`src/rtl/pp_generator.sv`:
```
// Partial-product row generator for an 8x8 unsigned multiplier.
// Captures an operand pair, builds the eight column-compressed AND rows
// ROWS_PER_CYCLE at a time, then publishes them all at once on p0..p7.
module pp_generator #(
  parameter int ROWS_PER_CYCLE = 1
) (
  input  logic        clk,
  input  logic        rst,
  input  logic        in_valid,
  output logic        in_ready,
  input  logic [7:0]  a,
  input  logic [7:0]  b,
  output logic [14:0] p0,
  output logic [12:0] p1,
  output logic [10:0] p2,
  output logic [8:0]  p3,
  output logic [6:0]  p4,
  output logic [4:0]  p5,
  output logic [2:0]  p6,
  output logic [0:0]  p7,
  output logic        out_valid,
  output logic        busy
);

  // Reject unsupported build widths at elaboration time.
  if (!(ROWS_PER_CYCLE == 1 || ROWS_PER_CYCLE == 2 ||
        ROWS_PER_CYCLE == 4 || ROWS_PER_CYCLE == 8)) begin : g_bad_rows
    $error("pp_generator: ROWS_PER_CYCLE must be 1, 2, 4 or 8");
  end

  typedef enum logic [1:0] {S_IDLE, S_GEN, S_DONE} state_t;

  state_t      r_state;
  state_t      w_state_next;
  logic [7:0]  r_a;
  logic [7:0]  r_b;
  logic [3:0]  r_cnt;
  // All eight rows are packed back to back: row i starts at bit i*(16-i)
  // and is 15-2i bits wide, 64 bits in total.
  logic [63:0] r_work;
  logic [63:0] r_p;
  logic [63:0] w_terms;
  logic [63:0] w_work_next;
  logic        w_zero;
  logic        w_last;

  assign w_zero = (a == 8'd0) || (b == 8'd0);
  assign w_last = ((r_cnt + 4'(ROWS_PER_CYCLE)) == 4'd8);

  // Every row is formed from the captured operands; the row counter only
  // decides which rows are latched into the working register this cycle.
  for (genvar gi = 0; gi < 8; gi++) begin : g_row
    localparam int W   = 15 - 2 * gi;
    localparam int OFF = gi * (16 - gi);
    logic w_sel;

    assign w_sel = (4'(gi) >= r_cnt) && (4'(gi) < (r_cnt + 4'(ROWS_PER_CYCLE)));

    for (genvar gk = 0; gk < W; gk++) begin : g_bit
      localparam int C = gi + gk;
      localparam int J = ((C > 7) ? (C - 7) : 0) + gi;
      assign w_terms[OFF + gk] = r_a[J] & r_b[C - J];
    end

    assign w_work_next[OFF +: W] = w_sel ? w_terms[OFF +: W] : r_work[OFF +: W];
  end

  // State register.
  always_ff @(posedge clk or negedge rst) begin
    if (!rst) begin
      r_state <= S_IDLE;
    end else begin
      r_state <= w_state_next;
    end
  end

  // Next-state decode and status outputs.
  always_comb begin
    w_state_next = r_state;
    in_ready     = 1'b0;
    out_valid    = 1'b0;
    busy         = 1'b1;
    case (r_state)
      S_IDLE: begin
        in_ready = 1'b1;
        busy     = 1'b0;
        if (in_valid) begin
          w_state_next = w_zero ? S_DONE : S_GEN;
        end
      end
      S_GEN: begin
        if (w_last) begin
          w_state_next = S_DONE;
        end
      end
      S_DONE: begin
        out_valid    = 1'b1;
        w_state_next = S_IDLE;
      end
      default: begin
        w_state_next = S_IDLE;
      end
    endcase
  end

  // Operand capture, row building and result publication.
  always_ff @(posedge clk or negedge rst) begin
    if (!rst) begin
      r_a    <= 8'd0;
      r_b    <= 8'd0;
      r_cnt  <= 4'd0;
      r_work <= 64'd0;
      r_p    <= 64'd0;
    end else begin
      case (r_state)
        S_IDLE: begin
          if (in_valid) begin
            r_a   <= a;
            r_b   <= b;
            r_cnt <= 4'd0;
            if (w_zero) begin
              // Product is zero: skip generation and publish empty rows now.
              r_work <= 64'd0;
              r_p    <= 64'd0;
            end
          end
        end
        S_GEN: begin
          r_work <= w_work_next;
          r_cnt  <= r_cnt + 4'(ROWS_PER_CYCLE);
          if (w_last) begin
            r_p <= w_work_next;
          end
        end
        default: begin
        end
      endcase
    end
  end

  assign p0 = r_p[0  +: 15];
  assign p1 = r_p[15 +: 13];
  assign p2 = r_p[28 +: 11];
  assign p3 = r_p[39 +: 9];
  assign p4 = r_p[48 +: 7];
  assign p5 = r_p[55 +: 5];
  assign p6 = r_p[60 +: 3];
  assign p7 = r_p[63 +: 1];

endmodule
```
`config.mk`:
```
export PLATFORM = sky130hd
export DESIGN_NAME = pp_generator
export DESIGN_NICKNAME = d
export VERILOG_FILES = /design/src/rtl/pp_generator.sv
export SDC_FILE = /design/constraint.sdc
export NUM_CORES = 1
export LEC_CHECK = 0
export BUFFER_PORTS_ARGS = -buffer_cell sky130_fd_sc_hd__buf_4
export CORE_MARGIN = 1.5
export CORE_UTILIZATION = 54
export CTS_CLUSTER_SIZE = 25
export DETAILED_ROUTE_END_ITERATION = 7
export GPL_ROUTABILITY_DRIVEN = 0
export PLACE_DENSITY = 0.84
export SETUP_SLACK_MARGIN = 0.1
export SYNTH_ARGS = -nofsm -noshare
export SYNTH_HDL_FRONTEND = slang
export SYNTH_SLANG_ARGS = --single-unit
```
`constraint.sdc`:
```
create_clock -name clk -period 4.2 [get_ports clk]
set_input_delay 0.42 -clock clk [delete_from_list [all_inputs] [get_ports clk]]
set_output_delay 0.42 -clock clk [all_outputs]
set_load 0.05 [all_outputs]
```
## After elaboration in Yosys (flattened, before gate mapping)

Cells that the tools add are included.

- Add/sub/neg operators: 1
- Order comparisons: 16
- Eq/ne operators: 6
- Muxes and demuxes: 22
- Bitwise operators: 64
- Reductions and logical operators: 18

Operators by type and width:

| cell | number |
|---|---|
| $pmux W64 S2 | 2 |
| $mux W64 | 3 |
| $and A1 B1 Y1 | 64 |
| $ge A3 B4 Y1 const A | 4 |
| $logic_not A8 Y1 | 2 |
| $lt A3 B4 Y1 const A | 4 |
| $mux W15 | 1 |
| $mux W13 | 1 |
| $mux W11 | 1 |
| $mux W9 | 1 |
| $ge A1 B4 Y1 const A | 2 |
| $ge A2 B4 Y1 const A | 2 |
| $logic_and A1 B1 Y1 | 8 |
| $lt A1 B4 Y1 const A | 2 |
| $lt A2 B4 Y1 const A | 2 |
| $pmux W4 S2 | 1 |
| $mux W7 | 1 |
| $mux W2 | 3 |
| $ne A2 B2 Y1 const B | 3 |
| $reduce_and A2 Y1 | 3 |
| $mux W5 | 1 |
| $add A4 B1 Y4 const B | 1 |
| $eq A4 B4 Y1 const B | 1 |
| $mux W1 | 4 |
| 10 further kinds | 10 |

- Register bits: 150
- Word-level logic and storage cells: 133

## Depth between registers and ports, before layout

- Word-level depth: 6
- Mapped depth: 8
- Depth with buffers taken out: 7

## Least setup slack after synthesis

No wires, ideal clock.

- Path type: register to register
- From: reg r_state[0]
- To: reg r_a[0]
- Library setup time: 125 ps
- Arrival: 2144 ps
- Data required time: 4075 ps
- Setup slack: 1931 ps
- Stages on the path, launching flop included: 6
- Buffers on the path: 2
- Period minus slack after synthesis: 2269 ps
- Cells stage by stage: dfrtp_1 nor2_1 and2_1 buf_4 buf_2 mux2_2

- Longest elaborated chain between the ends: 2

RTL lines:

| item | RTL line | text |
|---|---|---|
| from (decl) | 33 | `state_t r_state;` |
| from (signal assigned) | 73 | `r_state <= w_state_next;` |
| $logic_not A2 Y1 | 115 | `case (r_state)` |
| $reduce_and A2 Y1 (no source line) | n/a |  |
| to (signal assigned) | 109 | `r_a <= 8'd0;` |
| to (signal assigned) | 118 | `r_a <= a;` |
| to (decl) | 35 | `logic [7:0] r_a;` |

Every way passes these cells.
A chain may end at the register's enable or synchronous reset.

## Worst setup path in the final report

- From: reg r_cnt[1]
- To: reg r_p[7]

- Longest elaborated chain between the ends: 6
- Elaborated cells between the ends (all ways): 10
- Classes of those cells: 1 x add/sub; 2 x order compare; 2 x eq/ne; 3 x mux; 2 x reduce/logical

RTL lines:

| item | RTL line | text |
|---|---|---|
| from (decl) | 37 | `logic [3:0] r_cnt;` |
| from (signal assigned) | 130 | `r_cnt <= r_cnt + 4'(ROWS_PER_CYCLE);` |
| $add A4 B1 Y4 | 48, 57 |  |
| $lt A1 B4 Y1 | 57 | `assign w_sel = (4'(gi) >= r_cnt) && (4'(gi) < (r_cnt + 4'(ROWS_PER_CYCLE)));` |
| $logic_and A1 B1 Y1 | 57 |  |
| $mux W15 | 65 | `assign w_work_next[OFF +: W] = w_sel ? w_terms[OFF +: W] : r_work[OFF +: W];` |
| $mux W64 | 131 | `if (w_last) begin` |
| $pmux W64 S2 | 115 |  |
| to (signal assigned) | 132 | `r_p <= w_work_next;` |
| to (decl) | 41 | `logic [63:0] r_p;` |

Parallel ways exist; a longest one is shown, timed or not. The select of a mux whose other input is x is not followed.

==> results.md <==
Worst setup path:
- The required time reported for the critical path endpoint is 4510 ps.
- The biggest fanout along the worst timing path is 22.
- The slowest stage cell on the critical path is a21boi_4.
- The timing startpoint of the critical path is r_cnt[1]$_DFFE_PN0P_.
- The number of cell instances on the worst register-to-register path is 6.
- The kind of end point of the critical path is a flop.
- The critical path is of the reg -> reg type.
- The beginning of the worst register-to-register path is r_cnt[1]$_DFFE_PN0P_.
- The critical path launch point type is a flop.
- The endpoint identified for the worst register-to-register timing path is r_p[7]$_DFFE_PN0P_.
- The critical path goes through ha_1 -> and4_1 -> a21oi_4 -> a21boi_4 -> buf_12 -> mux2_2.
- The maximum single-stage delay on the critical path is 770 ps.
- At the worst endpoint, the arrival time is 3370 ps.
- The reg2reg setup slack is 1140 ps.
- The critical path endpoint is r_p[7]$_DFFE_PN0P_.

Logic synthesis:
- The sequential fraction of the synthesis area is 0.526.
- The number of synthesized register bits is 150.
- Synthesis produced a netlist with a net count of 635.
- After synthesis the cells add up to 0.00714 mm².
- The number of different library cells used by synthesis comes to 46.
- A synthesized cell averages 11.7 µm².
- The cell count after synthesis is 611.
- For this run, the leading register cell type out of synthesis is dfrtp_1.
- Yosys mapped a number of flops with a built-in enable equal to 0.
- The proportion of register bits with asynchronous set or reset after synthesis is 1.00.
- The Yosys step of the flow raised 0 warnings.

Finish:
- The most common cell after layout, fill and taps aside is dfrtp_1.
- The net count reported at finish is 698.
- The count of inserted antenna diode cells is 0.
- The post-route cell area is 0.00843 mm².
- Compared with the post-synthesis result, the final layout area differs by 18.2%.
- Of the cells placed in the final design, the portion with a size suffix greater than 1 is 0.293.
- The count of fill cells added during filler insertion is 916.
- In the layout the commonest cells are dfrtp_1, buf_4, a21o_1, a21oi_1, nand2_1.

Clock tree:
- Post-CTS timing repair inserted 0 buffers for setup.
- The root buffer cell is clkbuf_16.
- Counting the buffers created by CTS gives 17.
- The number of cells upsized or downsized after cts is 0.
- The clock latency of the later-clocked register in the worst-skew pair is 430 ps.
- The clock tree from TritonCTS is built.
- In this run, post-CTS hold repair placed 0 buffers.
- The maximum buffer depth of the clock tree is 2.
- The number of H-tree levels is 4.
- The clock slew at the register clock pins of the worst setup and hold paths is 60 ps.
- The tree built by TritonCTS fans out to 150 sinks.

Global route:
- The number of antenna violations at the first check in global routing was 0.
- The first global-routing pass estimated 26800 µm of wire.
- Entering global routing, the biggest net connects 87 pins.
- For this run the aggregate overflow at the end of global routing stands at 0.
- The via count of the first global-routing pass was 5133.
- For this run, the total global-route usage over all layers was measured as 0.246.

Timing:
- Headroom to the max-slew limit came out at 0.330.
- The final count of pins violating max slew is 0.
- At the pin with the least slew margin, the transition time is 1000 ps.
- The worst path in the final design needs a cycle of 3060 ps, including I/O delays and setup.
- The smallest setup slack after layout is 1140 ps.
- The maximum clock frequency is 0.327 GHz.
- Setup repair after global routing left no endpoint under its margin.
- The post-route setup TNS is 0 ps.
- The worst hold margin is 37.8 ps.
- Setup violations remaining at the end of the flow were counted as 0.
- The hold violation total from the final report is 0.
- The part of the cycle the worst path needs is 0.729.
- For the final database, setup skew stands at 6.55 ps.

Routing:
- The per-cell routed wire length is 18.9 µm.
- The first TritonRoute pass finished after 5 iterations.
- After detailed routing, the number of remaining DRC violations is 0.
- The count of routing violations after the opening detailed-route iteration is 405.
- The final layout contains routed wiring with a total length of 16300 µm.
- The number of vias per cell is 5.81.
- The detailed-route via count is 4987.
- The number of antenna-violating nets in the routed design is 0.

Placement:
- Prior to clock tree synthesis, the placed netlist has a worst setup slack of 1200 ps.
- During placement, the flow inserted port buffers numbering 85.
- The cell area after placement is 0.00779 mm².
- Summed over all nets, the half-perimeter wirelength after detailed placement is 10300 µm.

Floorplan:
- The width of the die is 118 µm.
- The height of the die is 118 µm.
- The initial utilization of the core area, before any placement, comes to 0.559.
- The die covers 0.0139 mm².
- In this run the core area contains 41 standard-cell rows.
- The total core area is 0.0128 mm².
- The I/O pin count is 86.

Hold path:
- The class of the tightest hold or removal check is in -> async.

Pwr:
- For this design the ratio of total power to cell area is 908 mW/mm².
- The overall power is 7.66 mW.
- VDD sags by at most 0.521 mV.
- The leakage power is 4.40 nW.

Run status:
- The run finished with clean final reports.

Flow run:
- The total of max-cap violations is 0.
-- cells in the mapped netlist (2+ instances only) --
cell type,instances,area [µm²]
nor2b_1,3,18.8
ha_1,5,62.6
a21o_1,58,435
mux2_1,4,45.0
and2_1,10,62.6
mux2_2,26,293
buf_12,4,80.1
inv_1,6,22.5
nand2_1,54,203
mux2_4,42,631
nor4_1,4,25.0
dfrtp_1,150,3750
buf_4,3,22.5
nand2b_1,28,175
or2_0,15,93.8
mux2i_1,8,80.1
o21bai_1,2,15.0
nand4_1,3,18.8
a22o_1,8,70.1
a21oi_1,55,275
buf_6,4,45.0
nor2_1,6,22.5
a21oi_4,2,32.5
buf_1,6,22.5
a22oi_1,2,15.0
xnor2_1,2,17.5
buf_2,8,40.0
clkbuf_1,23,86.3
nand3_1,39,195
o21ai_0,8,40.0
a31o_2,2,17.5
o2bb2ai_1,7,61.3
-- logic make-up after synthesis --
group | synth area share
xor+xnor | 0.00246
fa+ha+maj | 0.00877
simple gates | 0.124
mux | 0.147
compound gates | 0.147
buf+inv | 0.0447
flops | 0.526
-- per-stage QoR --
stage               cells  utilization
finish                859        0.660
global route          859        0.660
CTS                   859        0.660
detailed placement    827        0.610
global placement      827        0.610
floorplan             611            -
-- layer usage --
metal,share of wire,GRT usage,wire length [µm]
met4,0.027,0.0915,432
met2,0.49,0.399,8050
met3,0.057,0.0644,935
met5,0,0,0
met1,0.42,0.318,6850
-- area by class of cell --
cell class                 count  area, µm²  area share
sequential                   150       3750       0.445
multi-input combinational    407       3080       0.365
timing repair buffer          92        719      0.0853
clock buffer                  24        502      0.0595
tap                          172        215      0.0255
clock inverter                 8        143      0.0169
inverter                       6       22.5     0.00267
-- worst min-delay path by stage --
stage / endpoint / cells past startpoint / slack (ps)
3_3_place_gp: r_work[63]$_DFFE_PN0P_ / 1 / 460
2_1_floorplan: r_a[0]$_DFFE_PN0P_ / 0 / 120
4_1_cts: r_p[62]$_DFFE_PN0P_ / 1 / 80
6_report: r_p[62]$_DFFE_PN0P_ / 1 / 40
5_1_grt: r_p[62]$_DFFE_PN0P_ / 1 / 110
3_5_place_dp: r_work[2]$_DFFE_PN0P_ / 1 / 470
-- worst max-delay path: cells and delay by family (launching register included) --
kind / cells / cell delay (ps)
adder cells (fa/ha/maj): 1 / 440
AO/OA/AOI/OAI: 2 / 1040
multiplexers: 1 / 360
AND/OR/NAND/NOR: 1 / 320
buffers and inverters: 1 / 280
flip-flops: 1 / 490
-- sequential cells by signal (all words and copies together) (netlist names) --
signal	flops
r_a	8
r_b	8
r_state	2
r_cnt	4
r_work	64
r_p	64
-- where the power goes --
part	total (mW)	switching (mW)	leakage, nW	internal [mW]
combinational	3.38	2.06	2.12	1.31
clock	1.64	0.575	0.316	1.07
sequential	2.64	0.625	1.96	2.01
No activity file was read; power rests on OpenSTA's default activity.
